$ cat src/rtl/seg7_pkg.sv
// Shared seven-segment constants, digit-scan patterns and BCD helpers for the
// sequence-detector display stage.
package seg7_pkg;

  localparam int IDX_W = 2;

  localparam logic [IDX_W-1:0] DIG_ONES  = 2'd0;
  localparam logic [IDX_W-1:0] DIG_TENS  = 2'd1;
  localparam logic [IDX_W-1:0] DIG_HUNDS = 2'd2;
  localparam logic [IDX_W-1:0] DIG_STATE = 2'd3;

  // Active-low segments, bit order {g,f,e,d,c,b,a}
  localparam logic [6:0] SEG_0     = 7'b1000000;
  localparam logic [6:0] SEG_1     = 7'b1111001;
  localparam logic [6:0] SEG_2     = 7'b0100100;
  localparam logic [6:0] SEG_3     = 7'b0110000;
  localparam logic [6:0] SEG_4     = 7'b0011001;
  localparam logic [6:0] SEG_5     = 7'b0010010;
  localparam logic [6:0] SEG_6     = 7'b0000010;
  localparam logic [6:0] SEG_7     = 7'b1111000;
  localparam logic [6:0] SEG_8     = 7'b0000000;
  localparam logic [6:0] SEG_9     = 7'b0010000;
  localparam logic [6:0] SEG_A     = 7'b0001000;
  localparam logic [6:0] SEG_B     = 7'b0000011;
  localparam logic [6:0] SEG_C     = 7'b1000110;
  localparam logic [6:0] SEG_D     = 7'b0100001;
  localparam logic [6:0] SEG_E     = 7'b0000110;
  localparam logic [6:0] SEG_DASH  = 7'b0111111;
  localparam logic [6:0] SEG_BLANK = 7'b1111111;

  // Letter codes share the decoder's 4-bit code space above the BCD digits
  localparam logic [3:0] CODE_A = 4'd10;
  localparam logic [3:0] CODE_B = 4'd11;
  localparam logic [3:0] CODE_C = 4'd12;
  localparam logic [3:0] CODE_D = 4'd13;
  localparam logic [3:0] CODE_E = 4'd14;

  localparam logic [3:0] AN_OFF = 4'b1111;

  typedef struct packed {
    logic [3:0] hund;
    logic [3:0] tens;
    logic [3:0] ones;
  } bcd3_t;

  function automatic logic [3:0] an_pattern(input logic [IDX_W-1:0] idx);
    return ~(4'b0001 << idx);
  endfunction

  function automatic logic [3:0] bcd_digit_inc(input logic [3:0] d, input logic cin);
    if (!cin) return d;
    return (d == 4'd9) ? 4'd0 : d + 4'd1;
  endfunction

endpackage

$ cat src/rtl/seq_display_if.sv
// Detector-side strobes and display-side outputs of the seq_display stage.
interface seq_display_if;
  logic        step;
  logic        z;
  logic [4:0]  State;
  logic        clr;
  logic [11:0] det_count;
  logic        state_err;
  logic [6:0]  seg;
  logic [3:0]  an;
  logic        dp;

  modport master (
    output step, z, State, clr,
    input  det_count, state_err, seg, an, dp
  );

  modport slave (
    input  step, z, State, clr,
    output det_count, state_err, seg, an, dp
  );
endinterface

$ cat src/rtl/seg7_decode.sv
// Combinational digit/letter to active-low segment decoder; blank wins over dash.
module seg7_decode
  import seg7_pkg::*;
(
  input  logic [3:0] code,
  input  logic       blank,
  input  logic       dash,
  output logic [6:0] seg
);

  always_comb begin
    seg = SEG_BLANK;
    if (blank) begin
      seg = SEG_BLANK;
    end else if (dash) begin
      seg = SEG_DASH;
    end else begin
      case (code)
        4'd0:    seg = SEG_0;
        4'd1:    seg = SEG_1;
        4'd2:    seg = SEG_2;
        4'd3:    seg = SEG_3;
        4'd4:    seg = SEG_4;
        4'd5:    seg = SEG_5;
        4'd6:    seg = SEG_6;
        4'd7:    seg = SEG_7;
        4'd8:    seg = SEG_8;
        4'd9:    seg = SEG_9;
        CODE_A:  seg = SEG_A;
        CODE_B:  seg = SEG_B;
        CODE_C:  seg = SEG_C;
        CODE_D:  seg = SEG_D;
        CODE_E:  seg = SEG_E;
        default: seg = SEG_BLANK;
      endcase
    end
  end

endmodule

$ cat src/rtl/seq_display.sv
// Detection counter, one-hot state check and 4-digit multiplexed display driver
// for the five-state sequence detector.
module seq_display
  import seg7_pkg::*;
#(
  parameter int REFRESH_DIV = 100000
) (
  input  logic        clk,
  input  logic        reset,
  seq_display_if.slave bus
);

  localparam int             CW     = (REFRESH_DIV > 2) ? $clog2(REFRESH_DIV) : 1;
  localparam logic [CW-1:0]  REF_TC = CW'(REFRESH_DIV - 1);

  bcd3_t            cnt_q;
  bcd3_t            cnt_inc;
  logic             carry_ones;
  logic             carry_tens;
  logic [CW-1:0]    ref_q;
  logic [IDX_W-1:0] idx_q;
  logic             state_err_q;
  logic [6:0]       seg_q;
  logic [3:0]       an_q;

  logic             onehot;
  logic [3:0]       letter;
  logic [3:0]       dec_code;
  logic             dec_blank;
  logic             dec_dash;
  logic [6:0]       dec_seg;

  always_comb begin
    carry_ones   = (cnt_q.ones == 4'd9);
    carry_tens   = carry_ones && (cnt_q.tens == 4'd9);
    cnt_inc.ones = bcd_digit_inc(cnt_q.ones, 1'b1);
    cnt_inc.tens = bcd_digit_inc(cnt_q.tens, carry_ones);
    cnt_inc.hund = bcd_digit_inc(cnt_q.hund, carry_tens);
  end

  // clr outranks a simultaneous detection; 999 wraps silently to 000
  always_ff @(posedge clk or negedge reset) begin
    if (!reset) begin
      cnt_q <= '0;
    end else if (bus.clr) begin
      cnt_q <= '0;
    end else if (bus.step && bus.z) begin
      cnt_q <= cnt_inc;
    end
  end

  always_comb begin
    onehot = (bus.State != 5'b0) && ((bus.State & (bus.State - 5'd1)) == 5'b0);
    letter = CODE_A;
    case (bus.State)
      5'b00001: letter = CODE_A;
      5'b00010: letter = CODE_B;
      5'b00100: letter = CODE_C;
      5'b01000: letter = CODE_D;
      5'b10000: letter = CODE_E;
      default:  letter = CODE_A;
    endcase
  end

  always_ff @(posedge clk or negedge reset) begin
    if (!reset) begin
      state_err_q <= 1'b0;
    end else begin
      state_err_q <= !onehot;
    end
  end

  always_ff @(posedge clk or negedge reset) begin
    if (!reset) begin
      ref_q <= '0;
      idx_q <= DIG_ONES;
    end else if (ref_q == REF_TC) begin
      ref_q <= '0;
      idx_q <= idx_q + 1'b1;
    end else begin
      ref_q <= ref_q + 1'b1;
    end
  end

  // Leading-zero blanking applies to hundreds and tens only
  always_comb begin
    dec_code  = cnt_q.ones;
    dec_blank = 1'b0;
    dec_dash  = 1'b0;
    case (idx_q)
      DIG_ONES: begin
        dec_code = cnt_q.ones;
      end
      DIG_TENS: begin
        dec_code  = cnt_q.tens;
        dec_blank = (cnt_q.hund == 4'd0) && (cnt_q.tens == 4'd0);
      end
      DIG_HUNDS: begin
        dec_code  = cnt_q.hund;
        dec_blank = (cnt_q.hund == 4'd0);
      end
      default: begin
        dec_code = letter;
        dec_dash = !onehot;
      end
    endcase
  end

  seg7_decode u_decode (
    .code  (dec_code),
    .blank (dec_blank),
    .dash  (dec_dash),
    .seg   (dec_seg)
  );

  // seg and an share one register stage so they always switch together
  always_ff @(posedge clk or negedge reset) begin
    if (!reset) begin
      seg_q <= SEG_BLANK;
      an_q  <= AN_OFF;
    end else begin
      seg_q <= dec_seg;
      an_q  <= an_pattern(idx_q);
    end
  end

  assign bus.det_count = cnt_q;
  assign bus.state_err = state_err_q;
  assign bus.seg       = seg_q;
  assign bus.an        = an_q;
  assign bus.dp        = 1'b1;

endmodule

$ cat src/flat_wrapper.sv
// flat-port wrapper written by rule: the top's interface ports become plain ports
module seq_display_flat import seg7_pkg::*;
#(
  parameter int REFRESH_DIV = 100000
)
  (clk, reset, bus_step, bus_z, bus_State, bus_clr, bus_det_count, bus_state_err, bus_seg, bus_an, bus_dp);
  seq_display_if bus_i ();
  input  logic clk;
  input  logic reset;
  input wire logic [$bits(bus_i.step)-1:0] bus_step;
  input wire logic [$bits(bus_i.z)-1:0] bus_z;
  input wire logic [$bits(bus_i.State)-1:0] bus_State;
  input wire logic [$bits(bus_i.clr)-1:0] bus_clr;
  output wire logic [$bits(bus_i.det_count)-1:0] bus_det_count;
  output wire logic [$bits(bus_i.state_err)-1:0] bus_state_err;
  output wire logic [$bits(bus_i.seg)-1:0] bus_seg;
  output wire logic [$bits(bus_i.an)-1:0] bus_an;
  output wire logic [$bits(bus_i.dp)-1:0] bus_dp;
  assign bus_i.step = bus_step;
  assign bus_i.z = bus_z;
  assign bus_i.State = bus_State;
  assign bus_i.clr = bus_clr;
  assign bus_det_count = bus_i.det_count;
  assign bus_state_err = bus_i.state_err;
  assign bus_seg = bus_i.seg;
  assign bus_an = bus_i.an;
  assign bus_dp = bus_i.dp;
  seq_display #(.REFRESH_DIV(REFRESH_DIV)) u_core (.clk(clk), .reset(reset), .bus(bus_i));
endmodule
$ cat config.mk
export PLATFORM = sky130hd
export DESIGN_NAME = seq_display_flat
export DESIGN_NICKNAME = d
export VERILOG_FILES = /design/src/rtl/seg7_pkg.sv /design/src/rtl/seq_display_if.sv /design/src/rtl/seg7_decode.sv /design/src/rtl/seq_display.sv /design/src/flat_wrapper.sv
export SDC_FILE = /design/constraint.sdc
export NUM_CORES = 1
export LEC_CHECK = 0
export BUFFER_PORTS_ARGS = -buffer_cell sky130_fd_sc_hd__buf_2
export CAP_MARGIN = 20
export CORE_ASPECT_RATIO = 0.9
export CORE_MARGIN = 4
export CORE_UTILIZATION = 61
export DETAILED_ROUTE_END_ITERATION = 6
export PLACE_DENSITY = 0.84
export SLEW_MARGIN = 20
export SYNTH_ARGS = -nofsm -noshare
export SYNTH_HDL_FRONTEND = slang
export SYNTH_SLANG_ARGS = --single-unit
$ cat constraint.sdc
create_clock -name clk -period 6.1 [get_ports clk]
set_clock_uncertainty 0.15 [all_clocks]
set_input_delay 1.525 -clock clk [delete_from_list [all_inputs] [get_ports clk]]
set_output_delay 1.525 -clock clk [all_outputs]
set_load 0.05 [all_outputs]
# ---- Yosys cells after proc, flatten, opt, wreduce, memory -nomap -nowiden
# Memory sizes are Yosys's and may differ from the RTL's.
# Index checks and enable logic that the tools add are counted.
dict set report totals {
  register_bits 43
  memories 1
  ramBits 0
  rom_bits 112
  latch_bits 0
  inputBits 10
}
# name depth word_bits read_ports rd_clocked_by_memory_dff write_ports line
set mem_list {}
lappend mem_list {{(no name shown)} 16 7 1 0 0 seg7_decode.sv:18} ;# case (code)
dict set report classes {
  reduce_logical 16
  order_cmp 0
  mux 14
  n_eq_ne 10
  n_bitwise 2
  n_mul 0
  shifts 1
  div_mod_pow 0
  add_sub_neg 6
}
# cell count
set op_table {}
lappend op_table {{$mux 12} 2}
lappend op_table {{$mux 4} 5}
lappend op_table {{$add 17x1->17 const B} 1}
lappend op_table {{$eq 17x17->1 const B} 1}
lappend op_table {{$mux 17} 1}
lappend op_table {{$mux 7} 2}
lappend op_table {{$add 4x1->4 const B} 3}
lappend op_table {{$eq 4x4->1 const B} 3}
lappend op_table {{$pmux 3 s4} 1}
lappend op_table {{$pmux 4 s3} 1}
lappend op_table {{$logic_not 4->1} 2}
lappend op_table {{$reduce_bool 2->1} 3}
lappend op_table {{$and 5x5->5} 1}
lappend op_table {{$eq 5x2->1 const B} 1}
lappend op_table {{$eq 5x3->1 const B} 1}
lappend op_table {{$eq 5x4->1 const B} 1}
lappend op_table {{$eq 5x5->1 const B} 1}
lappend op_table {{$logic_not 5->1} 1}
lappend op_table {{$reduce_bool 5->1} 1}
lappend op_table {{$sub 5x1->5 const B} 1}
lappend op_table {{$logic_and 1x1->1} 4}
lappend op_table {{$not 4->4} 1}
lappend op_table {{$reduce_and 2->1} 2}
lappend op_table {{$shl 1x2->4 const A} 1}
lappend op_table {{8 further kinds} 8}

# ---- Depth between registers and ports, before layout
# Gate-level depths: netlist (run 1).
dict set report depth {
  depth_word 8
  depth_mapped 10
  depth_no_buf 10
}

# ---- By module
# From an unflattened synthesis (run 1), not the netlist that was laid out.
dict set report hier_totals {
  hier_cells 258
  hier_area_um2 2566.2
}
# mod area_per_inst_um2 instances cells_per_inst
set modules_own_cells {}
lappend modules_own_cells {seq_display 2202.1 1 212}
lappend modules_own_cells {seg7_decode 364.1 1 46}

# ---- Least setup slack after synthesis (run 1)
# OpenSTA, ideal clock, no wires.
dict set report synth_path {
  kind {input to register}
  from {input bus_State[3]}
  to {register u_core.seg_q[0] (netlist: u_core.bus.seg[0])}
  cell_stages 8
  t_required_ps 5869
  arrival_ps 2794
  setup_time_ps 81
  setup_slack_ps 3075
  path_cell_list {xnor2_1 > nor4_1 > a21oi_4 > inv_2 > ha_1 > nand2_1 > mux2_2 > o211ai_1}
}
dict set report synth_via {
  elab_chain_cells 8
  elab_cells_between_ends 16
}
# element line
set synth_lines {}
lappend synth_lines {{start: declaration} flat_wrapper.sv:12} ;# input wire logic [$bits(bus_i.State)-1:0] bus_State;
lappend synth_lines {{branches (longest 6 deep; another with $mem_v2 16x7)} --}
lappend synth_lines {{$mux 7 *} seg7_decode.sv:15} ;# end else if (dash) begin
lappend synth_lines {{$mux 7 *} seg7_decode.sv:13} ;# if (blank) begin
lappend synth_lines {{net u_core.dec_seg[0]} seq_display.sv:31} ;# logic [6:0] dec_seg;
lappend synth_lines {{end signal: assignment} seq_display.sv:122} ;# seg_q <= dec_seg;
lappend synth_lines {{end: declaration} seq_display.sv:23} ;# logic [6:0] seg_q;
# Mark *: on every way through the listed nets, which the timed path passes.
# A chain may end at the register's enable or synchronous reset.

# ---- Final worst setup path (run 1)
dict set report layout_path {
  from {input bus_State[4]}
  to {register u_core.seg_q[3] (netlist: u_core.bus.seg[3])}
}
# Same word-level chain as after synthesis.

==> results of run 1 <==
[where the power goes]
group	internal, mW	switching [mW]
Clock	0.0804	0.0958
Sequential	0.299	0.0163
Combinational	0.0287	0.0800
Total	0.408	0.192
[worst paths after layout]
path,from,endpoint,slack (ps),cells past startpoint
min,u_core.ref_q[13]$_DFF_PN0_,u_core.ref_q[13]$_DFF_PN0_,350,1
min in group asynchronous,reset,u_core.ref_q[14]$_DFF_PN0_,1200,1
min reg2reg,u_core.ref_q[13]$_DFF_PN0_,u_core.ref_q[13]$_DFF_PN0_,350,1
max in group asynchronous,reset,u_core.bus.det_count[1]$_DFFE_PN0P_,4020,1
max reg2reg,u_core.idx_q[0]$_DFFE_PN0N_,u_core.bus.seg[3]$_DFF_PN1_,3410,9
max,bus_State[4],u_core.bus.seg[3]$_DFF_PN1_,2970,8
[area by class of cell]
cell class / instances / area share
Clock buffer: 6 / 0.02646
Clock inverter: 2 / 0.004106
Inverter: 18 / 0.02464
Multi-Input combinational cell: 186 / 0.4662
Sequential cell: 43 / 0.3974
Tap cell: 46 / 0.02099
Timing Repair Buffer: 33 / 0.06022
[cells by family (layout without fill, tap and decap cells)]
family,after synthesis,count (layout),synth area share
compound gates,49,49,0.1387
fa+ha+maj,17,17,0.08573
buf+inv,24,59,0.04538
flops,43,43,0.4392
mux,5,5,0.02168
xor+xnor,18,18,0.06354
other cells,1,1,0.001511
simple gates,96,96,0.2042
[critical path: cells and delay by family]
family          cells  cell delay [ps]
simple gates        3              590
fa+ha+maj           1              320
buf+inv             2              240
compound gates      2              520
[layout by cell type, fill, tap and decap left out, types with 3 or more instances in the layout]
master	instances
mux2_2	3
nor4b_1	4
buf_2	33
o211ai_1	4
nor3_1	6
dfstp_2	11
nand2_1	25
nand4_1	5
o21ai_0	13
ha_1	17
clkbuf_8	5
xor2_1	6
dfrtp_1	32
nor2_1	21
xnor2_1	12
inv_1	17
nand3_1	16
a21oi_1	9
[state kept, by name, summed over array words and instances, names as in the netlist]
| name | flops |
|---|---|
| u_core.idx_q | 2 |
| u_core.ref_q | 17 |
| u_core.bus.seg | 7 |
| u_core.bus.state_err | 1 |
| u_core.bus.det_count | 12 |
| u_core.bus.an | 4 |
[per-layer routing]
layer,vias to the layer above,share of wire,routed length [um]
met3,8,0.047,227
met5,-,0,0
met1,943,0.47,2271
met2,56,0.47,2265
met4,0,0.015,72
li1,957,-,-
[stage by stage]
stage                     cells  power [mW]
after floorplan             253      0.3958
after global placement      326      0.4262
after detailed placement    326      0.4288
after CTS                   334      0.6032
after global routing        334      0.6270
final                       334      0.5996
==> impl_metrics.py, run 1 <==
metrics = {
    "timing": {
        "slew_viol_final": 0,
        "setup_tns_ps": 0,
        "finalWorstPathRequiredPeriod_ps": 3126,
        "hold_viol": 0,
        "whs_ps": 352.9,
        "setup_slack_ps": 2974,
        "setup_violations": 0,
        "fmax_mhz": 319.9,
        "relSlewSlack": 0.3907,
        "grt_setup_unrepaired": "no",
        "post-route-period-util": 0.5124,
        "worstMarginPinSlew_ps": 914.0,
    },
    "synthesis": {
        "synth_warnings": 0,
        "syn_inst": 253,
        "yosysTopAreaCellShare": 0.3227,
        "synth_edf_count": 0,
        "yosysTopAreaCell": "dfrtp_1",
        "ys_seq_area_frac": 0.4392,
        "synth_commonest_cells": "dfrtp_1 (32), nand2_1 (25), nor2_1 (21)",
        "synthFlopType": "dfrtp_1",
        "syn-num-nets": 280,
        "syn_area_mm2": 0.002481,
        "ys_ff_latch": 43,
        "synthArstFlopShare": 1.000,
        "synth_most_common_cell": "dfrtp_1",
        "yosys-top-cells-area": "dfrtp_1 (32%), dfstp_2 (12%), ha_1 (8.6%), xnor2_1 (4.2%), nand2_1 (3.8%)",
        "yosys.cell_types.count": 53,
        "syn_area_per_cell_um2": 9.807,
    },
    "placement": {
        "portBuffers": 33,
        "pre_cts_slack_ps": 2703,
        "hpwlAfterDp_mm": 3.498,
        "place_area_mm2": 0.002659,
        "place_congestion": 0.8546,
    },
    "global_route": {
        "grt_max_degree": 44,
        "grt_usage": 0.2086,
        "antenna_found_initial": 0,
        "grt_pass1_wl_mm": 8.190,
        "grt-ovfl-total": 0,
        "grt_use_met3": 0.04058,
        "grtUsageMet2": 0.3239,
        "top_usage_layer": "met2",
        "grtUsageMet1": 0.2916,
        "grt_pass1_vias": 1764,
    },
    "floorplanning": {
        "dieHeight_um": 68.51,
        "num_rows": 21,
        "initial_core_util": 0.6512,
        "core_area_mm2": 0.003810,
        "boundaryPins": 35,
        "die_w_um": 75.23,
        "die_area_mm2": 0.005153,
    },
    "worst_setup_path": {
        "crit_type": "primary input to flip-flop",
        "critPathLaunchType": "primary input",
        "path_max_fanout": 10,
        "critPathSlowestCell": "a22o_1",
        "cp_cell_sequence": "buf_2, nor4b_1, a22o_1, inv_1, ha_1, nand2_1, and3b_2, o21ai_1",
        "cp-end-kind": "flip-flop",
        "required_ps": 6170,
        "arrival_ps": 3200,
        "critPathMaxStageDelay_ps": 380,
    },
    "worst_hold_path": {
        "hold_path.class": "flip-flop to flip-flop",
    },
    "finish": {
        "fillCellCount": 302,
        "fin_util": 0.7199,
        "stdcell_area_mm2": 0.002743,
        "drive_gt1_frac": 0.2118,
        "finish.net_count": 314,
        "antenna_cells": 0,
        "multi_input_area_mm2": 0.001279,
        "seq_area_mm2": 0.001090,
        "syn2layout_area_growth_pct": 10.54,
    },
    "detailed_routing": {
        "wl_per_cell_um": 14.48,
        "wl_mm": 4.837,
        "first_pass_iters": 4,
        "postRouteAntennaNets": 0,
        "drc": 0,
        "drtIter0Drc": 149,
        "vias": 1964,
        "viasPerCell": 5.880,
    },
    "pwr": {
        "p_per_area_mw_per_mm2": 218.6,
        "ir_drop_v": 0.0001574,
        "power.leakage_nw": 1.268,
    },
    "clock_tree": {
        "ctsHoldBuffers": 0,
        "cts_resized": 0,
        "cts_root_buf": "clkbuf_8",
        "cts.clk_slew.worst_paths_ps": 80,
        "clkLatencyLatePin_ps": 290,
        "cts_tree": "built",
        "cts_buffers": 5,
        "postCtsSetupBuffers": 0,
        "cts.sink_count": 43,
        "htreeDepth": 2,
        "clockBufferDepth": 2,
    },
    "status": {
        "status": "complete, no violations",
    },
    "job": {
        "cap_viol_max_count": 0,
    },
}
(Power assumes the default switching activity.)
==> inputs of run 2 (changes only) <==
--- a/config.mk
+++ b/config.mk
@@ -5,13 +5,14 @@
 export SDC_FILE = /design/constraint.sdc
 export NUM_CORES = 1
 export LEC_CHECK = 0
+export ABC_AREA = 1
 export BUFFER_PORTS_ARGS = -buffer_cell sky130_fd_sc_hd__buf_2
 export CAP_MARGIN = 20
 export CORE_ASPECT_RATIO = 0.9
 export CORE_MARGIN = 4
-export CORE_UTILIZATION = 61
+export CORE_UTILIZATION = 57
 export DETAILED_ROUTE_END_ITERATION = 6
-export PLACE_DENSITY = 0.84
+export PLACE_DENSITY = 0.79
 export SLEW_MARGIN = 20
 export SYNTH_ARGS = -nofsm -noshare
 export SYNTH_HDL_FRONTEND = slang
==> constraint.sdc (replaced) <==
create_clock -name clk -period 3.2 [get_ports clk]
set_clock_uncertainty 0.15 [all_clocks]
set_input_delay 0.8 -clock clk [delete_from_list [all_inputs] [get_ports clk]]
set_output_delay 0.8 -clock clk [all_outputs]
set_load 0.05 [all_outputs]
==> run 2 against run 1 <==
Synthesized cell count increased by 28%. Clock power increased by 81%. Utilization decreased by 3.5 points. Via count increased by 13%. Flip-flop and latch count unchanged. Cell area increased by 5.2%. Synthesized area increased by 3.8%. Critical endpoint unchanged.
==> impl_metrics.py, run 2 <==
metrics = {
    "global_route": {
        "grt_usage": 0.1882,
        "antenna_found_initial": 0,
        "top_usage_layer": "met2",
        "grt_pass1_wl_mm": 8.735,
        "grt-ovfl-total": 0,
        "grt_max_degree": 44,
        "grtUsageMet2": 0.2950,
        "grtUsageMet1": 0.2733,
        "grt_pass1_vias": 1940,
        "grt_use_met3": 0.03518,
    },
    "floorplanning": {
        "die_w_um": 78.87,
        "initial_core_util": 0.6117,
        "dieHeight_um": 71.78,
        "boundaryPins": 35,
        "core_area_mm2": 0.004212,
        "num_rows": 22,
        "die_area_mm2": 0.005661,
    },
    "placement": {
        "hpwlAfterDp_mm": 3.951,
        "place_congestion": 0.8752,
        "dp_cells": 415,
        "portBuffers": 33,
    },
    "synthesis": {
        "synth_warnings": 0,
        "yosysTopAreaCell": "dfrtp_1",
        "syn_area_per_cell_um2": 7.976,
        "synthFlopType": "dfrtp_1",
        "yosys.cell_types.count": 29,
        "synth_commonest_cells": "nand2_1 (68), inv_1 (48), nand3_1 (34)",
        "ys_seq_area_frac": 0.4230,
        "synthArstFlopShare": 1.000,
        "ys_ff_latch": 43,
        "yosysTopAreaCellShare": 0.3108,
        "synth_most_common_cell": "nand2_1",
        "synth_edf_count": 0,
        "syn-num-nets": 350,
        "yosys-top-cells-area": "dfrtp_1 (31%), dfstp_2 (11%), nand2_1 (9.9%), ha_1 (8.3%), inv_1 (7.0%)",
        "syn_inst": 323,
        "syn_area_mm2": 0.002576,
    },
    "clock_tree": {
        "cts_tree": "built",
        "ctsHoldBuffers": 0,
        "cts_root_buf": "clkbuf_8",
        "clkLatencyLatePin_ps": 290,
        "clockBufferDepth": 2,
        "cts.sink_count": 43,
        "cts.clk_slew.worst_paths_ps": 80,
        "postCtsSetupBuffers": 0,
        "cts_resized": 0,
        "cts_buffers": 5,
        "htreeDepth": 2,
    },
    "finish": {
        "top_register": "u_core.ref_q",
        "antenna_cells": 0,
        "fillCellCount": 364,
        "finish.net_count": 389,
        "layout_common_cells": "nand2_1 (68), inv_1 (48), nand3_1 (34)",
        "final_common_cell": "nand2_1",
        "drive_gt1_frac": 0.2072,
        "syn2layout_area_growth_pct": 12.00,
        "fin_cells": 422,
        "fin_util": 0.6851,
        "largest_reg_flops": 17,
        "multi_input_area_mm2": 0.001284,
        "seq_area_mm2": 0.001090,
    },
    "detailed_routing": {
        "postRouteAntennaNets": 0,
        "drtIter0Drc": 167,
        "wl_mm": 5.081,
        "drc": 0,
        "wl_per_cell_um": 12.04,
        "viasPerCell": 5.237,
        "vias": 2210,
        "first_pass_iters": 4,
    },
    "timing": {
        "setup_tns_ps": 0,
        "slew_viol_final": 0,
        "setup_violations": 0,
        "grt_setup_unrepaired": "no",
        "hold_viol": 0,
        "relSlewSlack": 0.3960,
        "fmax_mhz": 468.4,
        "whs_ps": 365.9,
        "worstMarginPinSlew_ps": 906.0,
        "post-route-period-util": 0.6672,
        "finalWorstPathRequiredPeriod_ps": 2135,
    },
    "job": {
        "cap_viol_max_count": 0,
    },
    "worst_hold_path": {
        "hold_start": "u_core.ref_q[0]$_DFF_PN0_",
        "hold_path.class": "flip-flop to flip-flop",
    },
    "worst_setup_path": {
        "cp-end-kind": "flip-flop",
        "crit_start": "bus_State[3]",
        "required_ps": 3270,
        "critPathLaunchType": "primary input",
        "r2r_slack_ps": 1100,
        "crit_type": "primary input to flip-flop",
        "r2r_start": "u_core.idx_q[0]$_DFFE_PN0N_",
        "path_max_fanout": 5,
        "arrival_ps": 2210,
    },
    "pwr": {
        "power.leakage_nw": 1.440,
        "p_total_mw": 1.152,
        "p_per_area_mw_per_mm2": 399.4,
        "ir_drop_v": 0.0003668,
    },
    "status": {
        "status": "complete, no violations",
    },
}
[run 2: changes by cell type in the layout (fill, tap and decap cells not counted), moves of 5 or more]
cell / delta
inv_1: +31
nand2_1: +43
nand2_2: +5
nand3_1: +18
nand4_1: +8
nor2_2: +6
xnor2_1: -9
[run 2: logic make-up (layout without fill, tap and decap cells)]
kind of cell | count (synthesis) | after routing | share of synthesized area
simple gates | 169 | 169 | 0.3157
buf+inv | 53 | 92 | 0.07868
flops | 43 | 43 | 0.4230
compound gates | 31 | 31 | 0.06799
fa+ha+maj | 17 | 17 | 0.08256
xor+xnor | 9 | 9 | 0.03060
other cells | 1 | 1 | 0.001456
[run 2: metal layers]
| layer | up-vias | share of wire |
|---|---|---|
| met5 | - | 0 |
| met4 | 0 | 0.0087 |
| met3 | 6 | 0.041 |
| met2 | 44 | 0.45 |
| met1 | 1040 | 0.50 |
| li1 | 1120 | - |
[run 2: cell type report]
cell class / instances / share of cell area
clock buffers: 7 / 0.02645
inverters: 52 / 0.06765
multi-input cells: 227 / 0.4449
flip-flops and latches: 43 / 0.3777
well taps: 60 / 0.02602
repair buffers: 33 / 0.05724
[run 2: worst max-delay path, cell delays in order]
cell	delay, ps
buf_2	110
nor2_2	170
nand4_1	140
nand3_1	110
nand2_1	140
ha_1	370
nand3_1	100
nand2_1	60
inv_1	60
nand2_1	40
nand2_1	60
nand2_1	40
[run 2: path summary, 6_finish.rpt]
check | endpoint | cells after the start
max in group asynchronous | u_core.ref_q[13]$_DFF_PN0_ | 1
min in group asynchronous | u_core.ref_q[4]$_DFF_PN0_ | 1
worst max-delay path | u_core.bus.seg[3]$_DFF_PN1_ | 12
worst min-delay path | u_core.ref_q[0]$_DFF_PN0_ | 1
worst min register to register | u_core.ref_q[0]$_DFF_PN0_ | 1
worst max register to register | u_core.bus.seg[3]$_DFF_PN1_ | 12
[run 2: metrics by stage]
stage	worst slack, ps	area [um^2]
finish	1065	2885
global route	889.2	2885
CTS	1094	2885
detailed placement	790.5	2809
global placement	857.0	2809
floorplan	1074	2576
[run 2: where the power goes]
group	internal (mW)	switching, mW
clock network	0.150	0.168
registers	0.573	0.0304
logic	0.0552	0.176
total	0.778	0.374
